==> config.mk <==
export PLATFORM = sky130hd
export DESIGN_NAME = uart_prg_loader
export DESIGN_NICKNAME = d
export VERILOG_FILES = /design/src/rtl/uart_prg_pkg.sv /design/src/rtl/uart_rx.sv /design/src/rtl/uart_prg_loader.sv
export SDC_FILE = /design/constraint.sdc
export NUM_CORES = 1
export LEC_CHECK = 0
export CORE_MARGIN = 2
export CORE_UTILIZATION = 55
export CTS_BUF_LIST = sky130_fd_sc_hd__clkbuf_16
export DETAILED_ROUTE_END_ITERATION = 7
export PLACE_DENSITY = 0.71
export SLEW_MARGIN = 40
export SYNTH_ARGS = -nofsm -noshare
export SYNTH_HDL_FRONTEND = slang
export SYNTH_HIERARCHICAL = 1
export SYNTH_SLANG_ARGS = --single-unit
export TNS_END_PERCENT = 30
==> constraint.sdc <==
create_clock -name clk -period 2.4 [get_ports clk]
set_clock_uncertainty 0.05 [all_clocks]
set_input_delay 0.36 -clock clk [delete_from_list [all_inputs] [get_ports clk]]
set_output_delay 0.36 -clock clk [all_outputs]
set_load 0.02 [all_outputs]
==> src/rtl/uart_prg_pkg.sv <==
// uart_prg_pkg: shared definitions for the UART program loader.
//   state_t    - frame FSM states
//   HEADER_DEF - default frame start byte
//   WORD_BITS  - width of one {addr, data} word shifted into the port
package uart_prg_pkg;
  localparam logic [7:0] HEADER_DEF = 8'hA5;
  localparam int WORD_BITS = 16;

  typedef enum logic [2:0] {
    ST_IDLE,
    ST_GET_LEN,
    ST_GET_ADDR,
    ST_GET_DATA,
    ST_GET_CSUM
  } state_t;
endpackage

==> src/rtl/uart_rx.sv <==
// uart_rx: 8N1 receiver with a 2-flop synchronizer and mid-bit sampling.
//   clk, reset  - system clock, async active-high reset
//   rx          - asynchronous serial line, idle high
//   byte_valid  - one-cycle strobe, one cycle after a good stop-bit sample
//   byte_data   - received byte, valid while byte_valid is high
//   frame_err   - one-cycle strobe when the stop bit is sampled low
module uart_rx #(
  parameter int CLKS_PER_BIT = 104
) (
  input  logic       clk,
  input  logic       reset,
  input  logic       rx,
  output logic       byte_valid,
  output logic [7:0] byte_data,
  output logic       frame_err
);
  localparam int CW = $clog2(CLKS_PER_BIT);
  localparam logic [CW-1:0] HALF = CW'(CLKS_PER_BIT / 2 - 1);
  localparam logic [CW-1:0] FULL = CW'(CLKS_PER_BIT - 1);

  typedef enum logic [1:0] {RX_IDLE, RX_START, RX_DATA, RX_STOP} rx_state_t;

  rx_state_t     r_state, w_state;
  logic          r_sync1, r_sync2, r_prev;
  logic [CW-1:0] r_cnt, w_cnt;
  logic [2:0]    r_bit, w_bit;
  logic [7:0]    r_shift, w_shift;
  logic          w_valid, w_ferr;

  always_comb begin
    w_state = r_state;
    w_cnt   = r_cnt + 1'b1;
    w_bit   = r_bit;
    w_shift = r_shift;
    w_valid = 1'b0;
    w_ferr  = 1'b0;
    unique case (r_state)
      RX_IDLE: begin
        w_cnt = '0;
        // Only a true high-to-low transition starts a frame, so a line held
        // low after a bad stop bit cannot retrigger until it returns high.
        if (r_prev && !r_sync2) w_state = RX_START;
      end
      RX_START: if (r_cnt == HALF) begin
        w_cnt   = '0;
        w_bit   = '0;
        // A glitch shorter than half a bit is back high here and is dropped.
        w_state = r_sync2 ? RX_IDLE : RX_DATA;
      end
      RX_DATA: if (r_cnt == FULL) begin
        w_cnt   = '0;
        w_shift = {r_sync2, r_shift[7:1]};
        w_bit   = r_bit + 1'b1;
        if (r_bit == 3'd7) w_state = RX_STOP;
      end
      RX_STOP: if (r_cnt == FULL) begin
        w_cnt   = '0;
        w_valid = r_sync2;
        w_ferr  = !r_sync2;
        w_state = RX_IDLE;
      end
      default: w_state = RX_IDLE;
    endcase
  end

  always_ff @(posedge clk or posedge reset) begin
    if (reset) begin
      r_sync1    <= 1'b1;
      r_sync2    <= 1'b1;
      r_prev     <= 1'b1;
      r_state    <= RX_IDLE;
      r_cnt      <= '0;
      r_bit      <= '0;
      byte_valid <= 1'b0;
      frame_err  <= 1'b0;
    end else begin
      r_sync1    <= rx;
      r_sync2    <= r_sync1;
      r_prev     <= r_sync2;
      r_state    <= w_state;
      r_cnt      <= w_cnt;
      r_bit      <= w_bit;
      byte_valid <= w_valid;
      frame_err  <= w_ferr;
    end
  end

  always_ff @(posedge clk) begin
    r_shift <= w_shift;
  end

  assign byte_data = r_shift;
endmodule

==> src/rtl/uart_prg_loader.sv <==
// uart_prg_loader: receives HEADER, LEN, LEN x (addr, data), CSUM over UART
// and shifts each {addr, data} word MSB first into the programming port.
//   clk, reset    - system clock, async active-high reset
//   rx            - UART line, 8N1, idle high
//   prg           - high while a frame is being loaded
//   prg_din       - serial word data, sampled by the port on prg_shift_clk rise
//   prg_shift_clk - shift clock, SHIFT_DIV cycles low then SHIFT_DIV high per bit
//   prg_latch     - one-cycle RAM write strobe after the 16th bit
//   done, error   - sticky frame status, cleared by the next HEADER
module uart_prg_loader
  import uart_prg_pkg::*;
#(
  parameter int         CLKS_PER_BIT = 104,
  parameter int         SHIFT_DIV    = 2,
  parameter logic [7:0] HEADER       = HEADER_DEF
) (
  input  logic clk,
  input  logic reset,
  input  logic rx,
  output logic prg,
  output logic prg_din,
  output logic prg_shift_clk,
  output logic prg_latch,
  output logic done,
  output logic error
);
  localparam int DW = (SHIFT_DIV > 1) ? $clog2(SHIFT_DIV) : 1;
  localparam int BW = $clog2(WORD_BITS);
  localparam logic [DW-1:0] DIV_LAST = DW'(SHIFT_DIV - 1);
  localparam logic [BW-1:0] BIT_LAST = BW'(WORD_BITS - 1);
  localparam bit THRU_OK = (32 * SHIFT_DIV + 2) < (10 * CLKS_PER_BIT);

  logic       w_bv, w_fe;
  logic [7:0] w_bd;

  uart_rx #(.CLKS_PER_BIT(CLKS_PER_BIT)) u_rx (
    .clk       (clk),
    .reset     (reset),
    .rx        (rx),
    .byte_valid(w_bv),
    .byte_data (w_bd),
    .frame_err (w_fe)
  );

  state_t     r_state, w_state;
  logic [7:0] r_cnt, w_cnt, r_sum, w_sum, r_addr, w_addr, r_csum, w_csum;
  logic       r_csum_got, w_csum_got;
  logic       w_prg, w_done, w_error, w_start, w_abort;

  logic                 r_sh_busy, r_sh_phase;
  logic [DW-1:0]        r_sh_div;
  logic [BW-1:0]        r_sh_bit;
  logic [WORD_BITS-1:0] r_sh_word;

  always_comb begin
    w_state    = r_state;
    w_prg      = prg;
    w_done     = done;
    w_error    = error;
    w_cnt      = r_cnt;
    w_sum      = r_sum;
    w_addr     = r_addr;
    w_csum     = r_csum;
    w_csum_got = r_csum_got;
    w_start    = 1'b0;
    w_abort    = 1'b0;
    // Overrun: a new addr/data byte while the previous word is still shifting.
    if (prg && w_fe)
      w_abort = 1'b1;
    else if (w_bv && r_sh_busy && (r_state == ST_GET_ADDR || r_state == ST_GET_DATA))
      w_abort = 1'b1;

    if (w_abort) begin
      w_state = ST_IDLE;
      w_prg   = 1'b0;
      w_error = 1'b1;
    end else begin
      unique case (r_state)
        ST_IDLE: if (w_bv && w_bd == HEADER) begin
          w_state = ST_GET_LEN;
          w_prg   = 1'b1;
          w_done  = 1'b0;
          w_error = 1'b0;
        end
        ST_GET_LEN: if (w_bv) begin
          w_cnt   = w_bd;
          w_sum   = w_bd;
          w_state = ST_GET_ADDR;
        end
        ST_GET_ADDR: if (w_bv) begin
          w_addr  = w_bd;
          w_sum   = r_sum + w_bd;
          w_state = ST_GET_DATA;
        end
        ST_GET_DATA: if (w_bv) begin
          w_start    = 1'b1;
          w_sum      = r_sum + w_bd;
          // LEN=0 wraps to 255 here, giving 256 pairs.
          w_cnt      = r_cnt - 1'b1;
          w_csum_got = 1'b0;
          w_state    = (r_cnt == 8'd1) ? ST_GET_CSUM : ST_GET_ADDR;
        end
        ST_GET_CSUM: begin
          if (w_bv && !r_csum_got) begin
            w_csum     = w_bd;
            w_csum_got = 1'b1;
          end
          if (r_csum_got && !r_sh_busy) begin
            w_state = ST_IDLE;
            w_prg   = 1'b0;
            w_done  = (r_csum == r_sum);
            w_error = (r_csum != r_sum);
          end
        end
        default: w_state = ST_IDLE;
      endcase
    end
  end

  always_ff @(posedge clk or posedge reset) begin
    if (reset) begin
      r_state    <= ST_IDLE;
      r_cnt      <= '0;
      r_csum_got <= 1'b0;
      prg        <= 1'b0;
      done       <= 1'b0;
      error      <= 1'b0;
    end else begin
      r_state    <= w_state;
      r_cnt      <= w_cnt;
      r_csum_got <= w_csum_got;
      prg        <= w_prg;
      done       <= w_done;
      error      <= w_error;
    end
  end

  always_ff @(posedge clk) begin
    r_sum  <= w_sum;
    r_addr <= w_addr;
    r_csum <= w_csum;
  end

  // Shifter: each bit is SHIFT_DIV cycles low then SHIFT_DIV high; the latch
  // cycle follows the last high phase, so clock and latch never overlap.
  // An abort kills the word outright so no latch lands after prg drops.
  always_ff @(posedge clk or posedge reset) begin
    if (reset) begin
      r_sh_busy     <= 1'b0;
      r_sh_phase    <= 1'b0;
      r_sh_div      <= '0;
      r_sh_bit      <= '0;
      prg_din       <= 1'b0;
      prg_shift_clk <= 1'b0;
      prg_latch     <= 1'b0;
    end else if (w_abort) begin
      r_sh_busy     <= 1'b0;
      r_sh_phase    <= 1'b0;
      prg_shift_clk <= 1'b0;
      prg_latch     <= 1'b0;
    end else if (w_start) begin
      r_sh_busy  <= 1'b1;
      r_sh_phase <= 1'b0;
      r_sh_div   <= '0;
      r_sh_bit   <= '0;
      prg_din    <= r_addr[7];
    end else if (prg_latch) begin
      prg_latch <= 1'b0;
      r_sh_busy <= 1'b0;
    end else if (r_sh_busy) begin
      if (r_sh_div != DIV_LAST) begin
        r_sh_div <= r_sh_div + 1'b1;
      end else begin
        r_sh_div <= '0;
        if (!r_sh_phase) begin
          r_sh_phase    <= 1'b1;
          prg_shift_clk <= 1'b1;
        end else begin
          r_sh_phase    <= 1'b0;
          prg_shift_clk <= 1'b0;
          if (r_sh_bit == BIT_LAST) begin
            prg_latch <= 1'b1;
          end else begin
            r_sh_bit <= r_sh_bit + 1'b1;
            prg_din  <= r_sh_word[WORD_BITS-2];
          end
        end
      end
    end
  end

  always_ff @(posedge clk) begin
    if (w_start)
      r_sh_word <= {r_addr, w_bd};
    else if (r_sh_busy && r_sh_phase && r_sh_div == DIV_LAST && r_sh_bit != BIT_LAST)
      r_sh_word <= {r_sh_word[WORD_BITS-2:0], 1'b0};
  end

  always @(posedge clk) begin
    if (!reset)
      assert (THRU_OK) else $error("uart_prg_loader: word shift time exceeds one UART byte time");
  end
endmodule

==> results of run 1 <==
==> path summary, 6_finish.rpt <==
kind                                   start            to  slack [ns]
setup / recovery           u_rx/byte_data[1]      r_sum[6]        0.29
hold / removal                  u_rx/r_sync1  u_rx/r_sync2        0.31
setup reg to reg           u_rx/byte_data[1]      r_sum[6]        0.29
max in group asynchronous              reset     async pin        1.50
min in group asynchronous              reset     r_sh_busy        0.36
hold reg to reg                 u_rx/r_sync1  u_rx/r_sync2        0.31
==> state kept, by name (all words and copies together), names as in the netlist, 3 cells and up, named ones only <==
signal	flops
u_rx/byte_data	8
r_addr	8
r_cnt	8
u_rx/r_cnt	7
r_state	3
u_rx/r_bit	3
r_sum	8
r_sh_word	15
r_sh_bit	4
r_csum	8
==> cell families after synthesis <==
| family | Yosys count |
|---|---|
| simple gates | 135 |
| flops | 89 |
| compound gates | 85 |
| buf+inv | 25 |
| xor+xnor | 19 |
| mux | 16 |
| fa+ha+maj | 15 |
==> per-stage QoR <==
step	std cells	hold slack, ns	utilization, %	cell area [um2]
detailed placement	497	0.299	60.1	4670
global route	513	0.309	64.0	4970
global placement	497	0.296	60.1	4670
finish	513	0.306	64.0	4970
floorplan	384	0.234	-	4410
CTS	513	0.308	64.0	4970
==> placed cells by master, fill, tap and decap left out, types with 3 or more instances in the layout <==
cell / count
edfxtp_1: 47
dfrtp_1: 39
nand2_1: 35
nor2_1: 34
o21ai_0: 24
a21oi_1: 22
buf_4: 15
ha_1: 14
xnor2_1: 13
inv_1: 13
mux2_2: 13
nand3_1: 12
nand4_1: 9
clkbuf_16: 9
nor3_1: 8
clkdlybuf4s50_1: 8
and3_1: 6
xor2_1: 6
o31ai_1: 5
nand2b_1: 5
o21a_1: 4
nor2b_1: 3
mux2i_1: 3
clkinvlp_4: 3
dfstp_2: 3
==> report_power, final <==
part	internal (mW)	total [mW]	switching [mW]
Clock	0.813	1.41	0.600
Sequential	1.67	1.78	0.114
Combinational	0.120	0.245	0.125
Total	2.60	3.44	0.839
==> layout make-up <==
type                            instances  area share, %
Multi-Input combinational cell        270           36.9
Tap cell                              102           2.57
Sequential cell                        89           49.6
Clock inverter                          7           1.58
Timing Repair Buffer                   23           3.87
Clock buffer                            9           4.53
Inverter                               13          0.981
==> layer usage <==
layer | global-route usage, % | routed length, um | vias to the layer above
li1 | - | - | 1458
met1 | 29.9 | 4000 | 1486
met2 | 36.3 | 4300 | 66
met3 | 4.19 | 343 | 18
met4 | 9.78 | 213 | 0
met5 | 0 | 0 | -
==> critical path, delay by kind of cell, from the launching register on <==
| family | cells | cell delay, ns |
|---|---|---|
| adder cells (fa/ha/maj) | 1 | 0.48 |
| AO/OA/AOI/OAI | 4 | 0.51 |
| flip-flops | 1 | 0.49 |
| AND/OR/NAND/NOR | 1 | 0.19 |
| buffers and inverters | 1 | 0.14 |
==> synth_stat cells, types with 2 or more instances <==
cell,number,area [um2]
o21a_1,4,30.0
nand4b_1,2,17.5
a21o_1,2,15.0
clkbuf_1,4,15.0
edfxtp_1,47,1410
xnor2_1,13,114
nand3_1,12,60.1
a2bb2oi_1,2,17.5
dfstp_2,3,78.8
a211oi_1,2,15.0
o31ai_1,5,37.5
a21oi_1,22,110
nand2_1,35,131
nand2b_1,5,31.3
nor2b_1,3,18.8
and3_1,6,37.5
nor2_1,34,128
and3b_1,2,17.5
or4_1,2,15.0
mux2i_1,3,30.0
ha_1,14,175
buf_2,5,25.0
o21ai_0,24,120
and2_1,2,12.5
o22a_1,2,17.5
nand4_1,9,56.3
nand3b_1,2,15.0
o41ai_2,2,32.5
o21ai_2,2,17.5
a41oi_1,2,17.5
xor2_1,6,52.6
nor3b_1,2,15.0
o22ai_1,2,12.5
nor4_1,2,12.5
mux2_2,13,146
nor3_1,8,40.0
dfrtp_1,39,976
o21ai_1,2,10.0
inv_1,13,48.8
==> flow_metrics.env, run 1 <==
export IMPL_status="completed"
export IMPL_synthesis_nets=402
export IMPL_synthAdderAreaFrac_pct=4.42
export IMPL_multi_input_area_um2=1840
export IMPL_end_kind="flip-flop"
export IMPL_yosys_area_share_simple_pct=16.1
export IMPL_grt_use_total_pct=22.5
export IMPL_coreArea_um2=7770
export IMPL_ant_nets=0
export IMPL_numCtsBuffers=9
export IMPL_synth_top_family_by_area="simple AND/OR/NAND/NOR gates"
export IMPL_cap_viol_max_count=0
export IMPL_synthFlopType="edfxtp_1"
export IMPL_rr_worst_depth=7
export IMPL_post_cts_resized=0
export IMPL_cts_tree="yes"
export IMPL_final_layout_size_suffix_gt1_share_pct=15.3
export IMPL_powerDensity_nw_per_um2=692
export IMPL_synthMuxAreaShare_pct=4.00
export IMPL_postCtsSetupBuffers=0
export IMPL_yosysSeqAreaShare_pct=55.9
export IMPL_grt_pass1_wl_um=15000
export IMPL_leakage_nw=1.87
export IMPL_routabilityCongestion=0.893
export IMPL_drt_pass1_iter_count=4
export IMPL_finalHoldViolations=0
export IMPL_worst_slack_ns=0.293
export IMPL_worst_pin_slew_ns=0.637
export IMPL_hp_class="flip-flop to flip-flop"
export IMPL_seq_area_um2=2470
export IMPL_ys_ff_latch=89
export IMPL_dp_hpwl_um=6280
export IMPL_grt_max_degree=26
export IMPL_io_pins=9
export IMPL_period_minus_slack_ns=2.11
export IMPL_synth_warning_count=6
export IMPL_relSlewSlack_pct=57.5
export IMPL_nFillCells=611
export IMPL_synth_edf_count=47
export IMPL_fmax_mhz=475
export IMPL_max_stage_delay_ns=0.49
export IMPL_clock_sinks=89
export IMPL_syn2layout_area_growth_pct=12.7
export IMPL_cpMaxStageDelayCell="edfxtp_1"
export IMPL_diodes=0
export IMPL_dieArea_um2=8760
export IMPL_fp_row_count=32
export IMPL_rsz0062_at_grt="false"
export IMPL_post_route_period_util_pct=87.8
export IMPL_crit_chain="inv_1 > fa_1 > nand2b_1 > a21oi_1 > o21a_1 > o21a_1 > o31ai_1"
export IMPL_layout_nets=424
export IMPL_crit_type="flip-flop to flip-flop"
export IMPL_path_clk_slew_ns=0.07
export IMPL_final_max_slew_viol_count=0
export IMPL_drt_iter0_markers=222
export IMPL_antenna_found_initial=0
export IMPL_syn_cell_area_um2=4410
export IMPL_syn_inst=384
export IMPL_arrival_ns=2.14
export IMPL_ctsHoldBuffers=0
export IMPL_required_ns=2.44
export IMPL_worstSetupStartpointType="flip-flop"
export IMPL_synth_cell_types=64
export IMPL_overflow=0
export IMPL_synth_compound_area_share_pct=13.3
export IMPL_routed_wl_um=8850
export IMPL_finalSetupViolCount=0
export IMPL_cts_buffer_depth=2
export IMPL_synth_avg_cell_area_um2=11.5
export IMPL_path_max_fanout=8
export IMPL_vias_per_cell=5.90
export IMPL_p_total_mw=3.44
export IMPL_vias=3028
export IMPL_start_util_pct=56.8
export IMPL_portBuffers=8
export IMPL_synth_xor_area_share_pct=3.77
export IMPL_grt_pass1_vias=2998
export IMPL_pre_cts_slack_ns=0.326
export IMPL_worst_path_most_repeated_cell="o21a_1"
export IMPL_fin_tns_setup_ns=0
export IMPL_htreeDepth=3
export IMPL_cts_root_buf="clkbuf_16"
export IMPL_chipHeight_um=93.6
export IMPL_route_detailed_drc=0
export IMPL_die_x_um=93.6
export IMPL_insertion_delay_ns=0.34
export IMPL_wl_per_cell_um=17.3
export IMPL_peakVddDrop_mv=0.410
export IMPL_hold_depth=0
export IMPL_synth_async_sr_flop_share_pct=47.2
Power figures use the tool's default switching activity.
==> run 2: changes to the inputs <==
==> constraint.sdc (replaced) <==
create_clock -name clk -period 2.4 [get_ports clk]
set_clock_uncertainty 0.05 [all_clocks]
set_input_delay 0.36 -clock clk [delete_from_list [all_inputs] [get_ports clk]]
set_output_delay 0.36 -clock clk [all_outputs]
set_load 0.05 [all_outputs]
==> results of run 2 <==
No change in the layout: final DEF, timing and power equal those of run 1.
